$ cat src/rtl/piso_framer.sv
// piso_framer -- parametrised parallel-to-serial framer.
//
// Captures a DATA_W-bit word through a ready/load handshake and sends it on
// one line as a frame: start bit (1), data bits (MSB or LSB first), optional
// even parity bit, stop bit (0). Each serial bit lasts BIT_DIV clocks.
// Back-to-back frames are supported: a load accepted in the last STOP cycle
// starts the next frame with no idle cycle in between.
//
// Optional feature macro: PISO_FRAMER_PARITY_EN (adds the PARITY state).
//
// Parameters:
//   DATA_W    data bits per frame (>= 1)
//   BIT_DIV   clocks per serial bit (>= 1)
//   MSB_FIRST 1: data_in[DATA_W-1] sent first, 0: data_in[0] sent first
//
// Ports:
//   clk       rising-edge clock
//   rst       asynchronous active-low reset
//   load      request to send data_in, accepted only while ready=1
//   data_in   word to send, sampled on the accepting edge only
//   data_out  serial line (idle 0, start 1, stop 0), registered
//   ready     block accepts a word this cycle (combinational from state)
//   busy      frame in progress, registered
//   done      one-cycle pulse when a stop bit completes, registered
//
// States:
//   state  | meaning
//   IDLE   | line idle at 0, waiting for load
//   START  | start bit (1) on the line
//   DATA   | data bits, bit_cnt counts 0..DATA_W-1
//   PARITY | even parity of the captured word (PISO_FRAMER_PARITY_EN only)
//   STOP   | stop bit (0); last cycle may accept the next word

module piso_framer #(
    parameter int DATA_W    = 8,
    parameter int BIT_DIV   = 1,
    parameter int MSB_FIRST = 1
) (
    input  logic              clk,
    input  logic              rst,
    input  logic              load,
    input  logic [DATA_W-1:0] data_in,
    output logic              data_out,
    output logic              ready,
    output logic              busy,
    output logic              done
);

    localparam int DIV_W = (BIT_DIV > 1) ? $clog2(BIT_DIV) : 1;
    localparam int CNT_W = (DATA_W > 1) ? $clog2(DATA_W) : 1;
    localparam logic [DIV_W-1:0] DIV_LAST = DIV_W'(BIT_DIV - 1);
    localparam logic [CNT_W-1:0] CNT_LAST = CNT_W'(DATA_W - 1);

`ifdef PISO_FRAMER_PARITY_EN
    typedef enum logic [2:0] {
        IDLE   = 3'd0,
        START  = 3'd1,
        DATA   = 3'd2,
        STOP   = 3'd3,
        PARITY = 3'd4
    } state_t;
`else
    typedef enum logic [2:0] {
        IDLE   = 3'd0,
        START  = 3'd1,
        DATA   = 3'd2,
        STOP   = 3'd3
    } state_t;
`endif

    state_t              state;
    logic [DATA_W-1:0]   shreg;
    logic [CNT_W-1:0]    bit_cnt;
    logic [DIV_W-1:0]    div_cnt;
    logic                bit_end;
    logic                first_bit;
    logic [DATA_W-1:0]   shreg_next;

`ifdef PISO_FRAMER_PARITY_EN
    // Parity is latched at capture so later changes on data_in cannot leak in.
    logic                parity_bit;
`endif

    assign bit_end = (div_cnt == DIV_LAST);

    // The next bit to transmit always sits at the "front" of the shift
    // register; after it is sent the register moves one place toward it.
    assign first_bit  = (MSB_FIRST != 0) ? shreg[DATA_W-1] : shreg[0];
    assign shreg_next = (MSB_FIRST != 0) ? (shreg << 1) : (shreg >> 1);

    always_comb begin
        ready = (state == IDLE) || ((state == STOP) && bit_end);
    end

    always_ff @(posedge clk or negedge rst) begin
        if (!rst) begin
            state      <= IDLE;
            shreg      <= '0;
            bit_cnt    <= '0;
            div_cnt    <= '0;
            data_out   <= 1'b0;
            busy       <= 1'b0;
            done       <= 1'b0;
`ifdef PISO_FRAMER_PARITY_EN
            parity_bit <= 1'b0;
`endif
        end else begin
            done <= 1'b0;

            if (state != IDLE) begin
                div_cnt <= bit_end ? '0 : div_cnt + 1'b1;
            end

            case (state)
                IDLE: begin
                    if (load) begin
                        state      <= START;
                        shreg      <= data_in;
                        data_out   <= 1'b1;
                        busy       <= 1'b1;
                        div_cnt    <= '0;
`ifdef PISO_FRAMER_PARITY_EN
                        parity_bit <= ^data_in;
`endif
                    end
                end

                START: begin
                    if (bit_end) begin
                        state    <= DATA;
                        data_out <= first_bit;
                        shreg    <= shreg_next;
                        bit_cnt  <= '0;
                    end
                end

                DATA: begin
                    if (bit_end) begin
                        if (bit_cnt == CNT_LAST) begin
`ifdef PISO_FRAMER_PARITY_EN
                            state    <= PARITY;
                            data_out <= parity_bit;
`else
                            state    <= STOP;
                            data_out <= 1'b0;
`endif
                        end else begin
                            bit_cnt  <= bit_cnt + 1'b1;
                            data_out <= first_bit;
                            shreg    <= shreg_next;
                        end
                    end
                end

`ifdef PISO_FRAMER_PARITY_EN
                PARITY: begin
                    if (bit_end) begin
                        state    <= STOP;
                        data_out <= 1'b0;
                    end
                end
`endif

                STOP: begin
                    if (bit_end) begin
                        done <= 1'b1;
                        // ready is high here, so a load chains straight into
                        // the next start bit without an idle cycle.
                        if (load) begin
                            state      <= START;
                            shreg      <= data_in;
                            data_out   <= 1'b1;
`ifdef PISO_FRAMER_PARITY_EN
                            parity_bit <= ^data_in;
`endif
                        end else begin
                            state    <= IDLE;
                            busy     <= 1'b0;
                            data_out <= 1'b0;
                        end
                    end
                end

                default: begin
                    state    <= IDLE;
                    busy     <= 1'b0;
                    data_out <= 1'b0;
                end
            endcase
        end
    end

endmodule

$ cat config.mk
export PLATFORM = sky130hd
export DESIGN_NAME = piso_framer
export DESIGN_NICKNAME = d
export VERILOG_FILES = /design/src/rtl/piso_framer.sv
export SDC_FILE = /design/constraint.sdc
export NUM_CORES = 1
export LEC_CHECK = 0
export ABC_AREA = 1
export CORE_MARGIN = 3
export CORE_UTILIZATION = 35
export DETAILED_ROUTE_END_ITERATION = 7
export PLACE_DENSITY_LB_ADDON = 0.2
export SYNTH_ARGS = -nofsm -noshare
export SYNTH_HDL_FRONTEND = slang
export SYNTH_SLANG_ARGS = --single-unit
export TNS_END_PERCENT = 30
$ cat constraint.sdc
create_clock -name clk -period 1.9 [get_ports clk]
set_input_delay 0.285 -clock clk [delete_from_list [all_inputs] [get_ports clk]]
set_output_delay 0.285 -clock clk [all_outputs]
set_load 0.01 [all_outputs]
==> reports/metrics.yaml <==
die_area_sq_um: 3580
grt_max_degree: 18
ys_ff_latch: 17
synth_flop_cell: "dfrtp_1"
clkPwrFrac_pct: 10.4
yosysWarnings: 0
period_share_pct: 92.2
antenna_found_initial: 0
io_buffers: 14
yosysMostFrequentCell: "nand2_1"
worstPathCellList: "inv_1, ha_2, inv_1, o21ai_0, dlygate4sd2_1"
clk_pin_slew_ps: 100
core_sq_um: 2610
tightest_slew_ps: 250
grt_pass1_vias: 831
critPathArrivalTime_ps: 1470
synth_commonest_cells: "nand2_1 (60), dfrtp_1 (17), nand3_1 (14)"
die_h_um: 59.8
worstPathBufferInverterCount: 3
critPathCaptureType: "output pin"
clk_path_buf_depth: 2
syn_avg_cell_area_sq_um: 7.62
syn_nets: 152
fmax_ghz: 0.571
cts.htree.levels: 1
ir_worst_vdd_mv: 0.752
grt_use_total_pct: 13.1
powerDensity_nw_per_um2: 1520
syn-cell-area_sq_um: 1010
fp-row-count: 18
area.growth.synth_to_final_pct: 20.5
final.setup.tns_ps: 0
die_w_um: 59.8
cts_setup_buffers: 0
drt_iter0_markers: 26
cp_max_fo: 5
p_int_w: 0.00102
wl_per_cell_um: 11.5
critPathTopFamily: "buffers and inverters"
yosysTopAreaCell: "dfrtp_1"
layout-drive-gt1-share_pct: 9.27
cts_tree: "built"
relSlewSlack_pct: 83.3
setup_viol: 0
p_sw_w: 0.000835
crit_slowest_cell: "dfrtp_1"
fin_nets: 171
cpPeakStageDelay_ps: 430
vias: 883
firstDrtPassIters: 5
status: "finished, final reports clean"
rsz0062_at_grt: "false"
antenna_cells: 0
postSynthCellCount: 133
r2r_setup_slack_ps: 360
drc_errors: 0
vias_per_cell: 4.88
cts_made_buffers: 3
drv_cap: 0
gp_congestion: 0.871
hpwl_um: 1600
leakagePower_nw: 0.657
ant_nets: 0
grt_pass1_wl_um: 3570
fin_crit_ps: 1750
combPwrFrac_pct: 57.2
ios: 15
synth_edf_count: 0
path_class: "reg -> out"
ys_types: 17
finClkSkew_ps: 4.42
clk_latency_ps: 290
swShare_pct: 45.0
crit_top_cell: "inv_1"
initial_core_util_pct: 38.8
slew_viol_final: 0
hold_viol: 0
yosysTopAreaCellShare_pct: 42.0
seqPwrFrac_pct: 32.3
crit_path_start_kind: "flip-flop"
hold_path_class: "in -> async"
postLayoutCoreUtil_pct: 46.7
synth_area_leaders: "dfrtp_1 (42%), nand2_1 (22%), ha_1 (9.9%), nand3_1 (6.9%), o21ai_0 (3.0%)"
asyncSetResetFlopFracSynth_pct: 100
ys_seq_area_share_pct: 42.0
cts_sinks: 17
cp.required_ps: 1620
grt-ovfl-total: 0
hold-worst-slack_ps: 314
wirelength_um: 2090
root_buffer: "clkbuf_4"
-- worst paths after layout --
path / from / endpoint / cells after the start
worst max register to register: state[1] / shreg[2] / 7
min in group clk: shreg[3] / shreg[3] / 2
worst max-delay path: state[1] / ready / 5
max in group asynchronous: rst / state[0] / 2
worst min-delay path: rst / done / 2
worst min register to register: shreg[3] / shreg[3] / 2
-- cell usage in the layout, fill, tap and decap left out, drive strengths merged --
master         instances
ha                     8
a21oi                  1
nand2                 65
nand3b                 2
buf                    2
nand3                 14
nand4                  1
clkbuf                 4
nor2                   7
clkdlybuf4s50         13
inv                    8
o21ai                  8
dlygate4sd2            1
dfrtp                 17
-- repair_timing --
| action | in CTS | in global routing |
|---|---|---|
| endpoints found under the setup margin | 1 | 0 |
| gates resized for setup | 2 | 0 |
| hold endpoints to repair | 0 | 0 |
| hold buffers | 0 | 0 |
-- sequential cells by signal, indices dropped and copies added (netlist names) --
signal    cells
div_cnt       1
busy          1
shreg         8
data_out      1
done          1
state         2
bit_cnt       3
-- logic make-up (layout without fill, tap and decap cells) --
logic type | Yosys count | count (layout) | share of synthesized area, %
fa+ha+maj | 8 | 8 | 9.88
simple gates | 89 | 89 | 39.5
compound gates | 9 | 9 | 4.44
buf+inv | 10 | 28 | 4.20
flops | 17 | 17 | 42.0
-- through the flow --
stage / cells / setup slack (ps) / cell area (sq um) / total power [W]
final: 181 / 148 / 1220 / 0.00185
after global routing: 181 / 25.7 / 1220 / 0.00206
after CTS: 181 / 130 / 1220 / 0.00188
after detailed placement: 177 / 154 / 1190 / 0.00169
after global placement: 177 / 201 / 1190 / 0.00165
after floorplan: 133 / 501 / 1010 / 0.00138
-- worst reg2reg max path: cells and delay by family, from the launching register on --
kind,cells,cell delay [ps]
and+or+nand+nor,4,470
buffers and inverters,2,300
DFF,1,430
adders and majority gates,1,290
-- cell type report --
type	count	area [sq um]
multi-input combinational	106	548
sequential	17	425
clock buffer	4	26.3
fill	266	1390
timing repair buffer	16	154
inverter	8	30.0
tap	30	37.5
-- metal layers --
metal | part of all wire, % | GRT usage, % | wire, um
met1 | 48 | 17.9 | 1010
met4 | 0.72 | 3.80 | 15
met3 | 4.5 | 3.89 | 94
met5 | 0 | 0 | 0
met2 | 46 | 20.1 | 969
-- power groups by stage --
stage               Combinational [W]  Clock, W  Sequential, W
finish                        0.00106  0.000193       0.000599
CTS                           0.00108  0.000204       0.000600
floorplan                    0.000780         0       0.000601
detailed placement            0.00108         0       0.000609
global route                  0.00123  0.000213       0.000619
global placement              0.00105         0       0.000602
No activity file was read; power rests on OpenSTA's default activity.
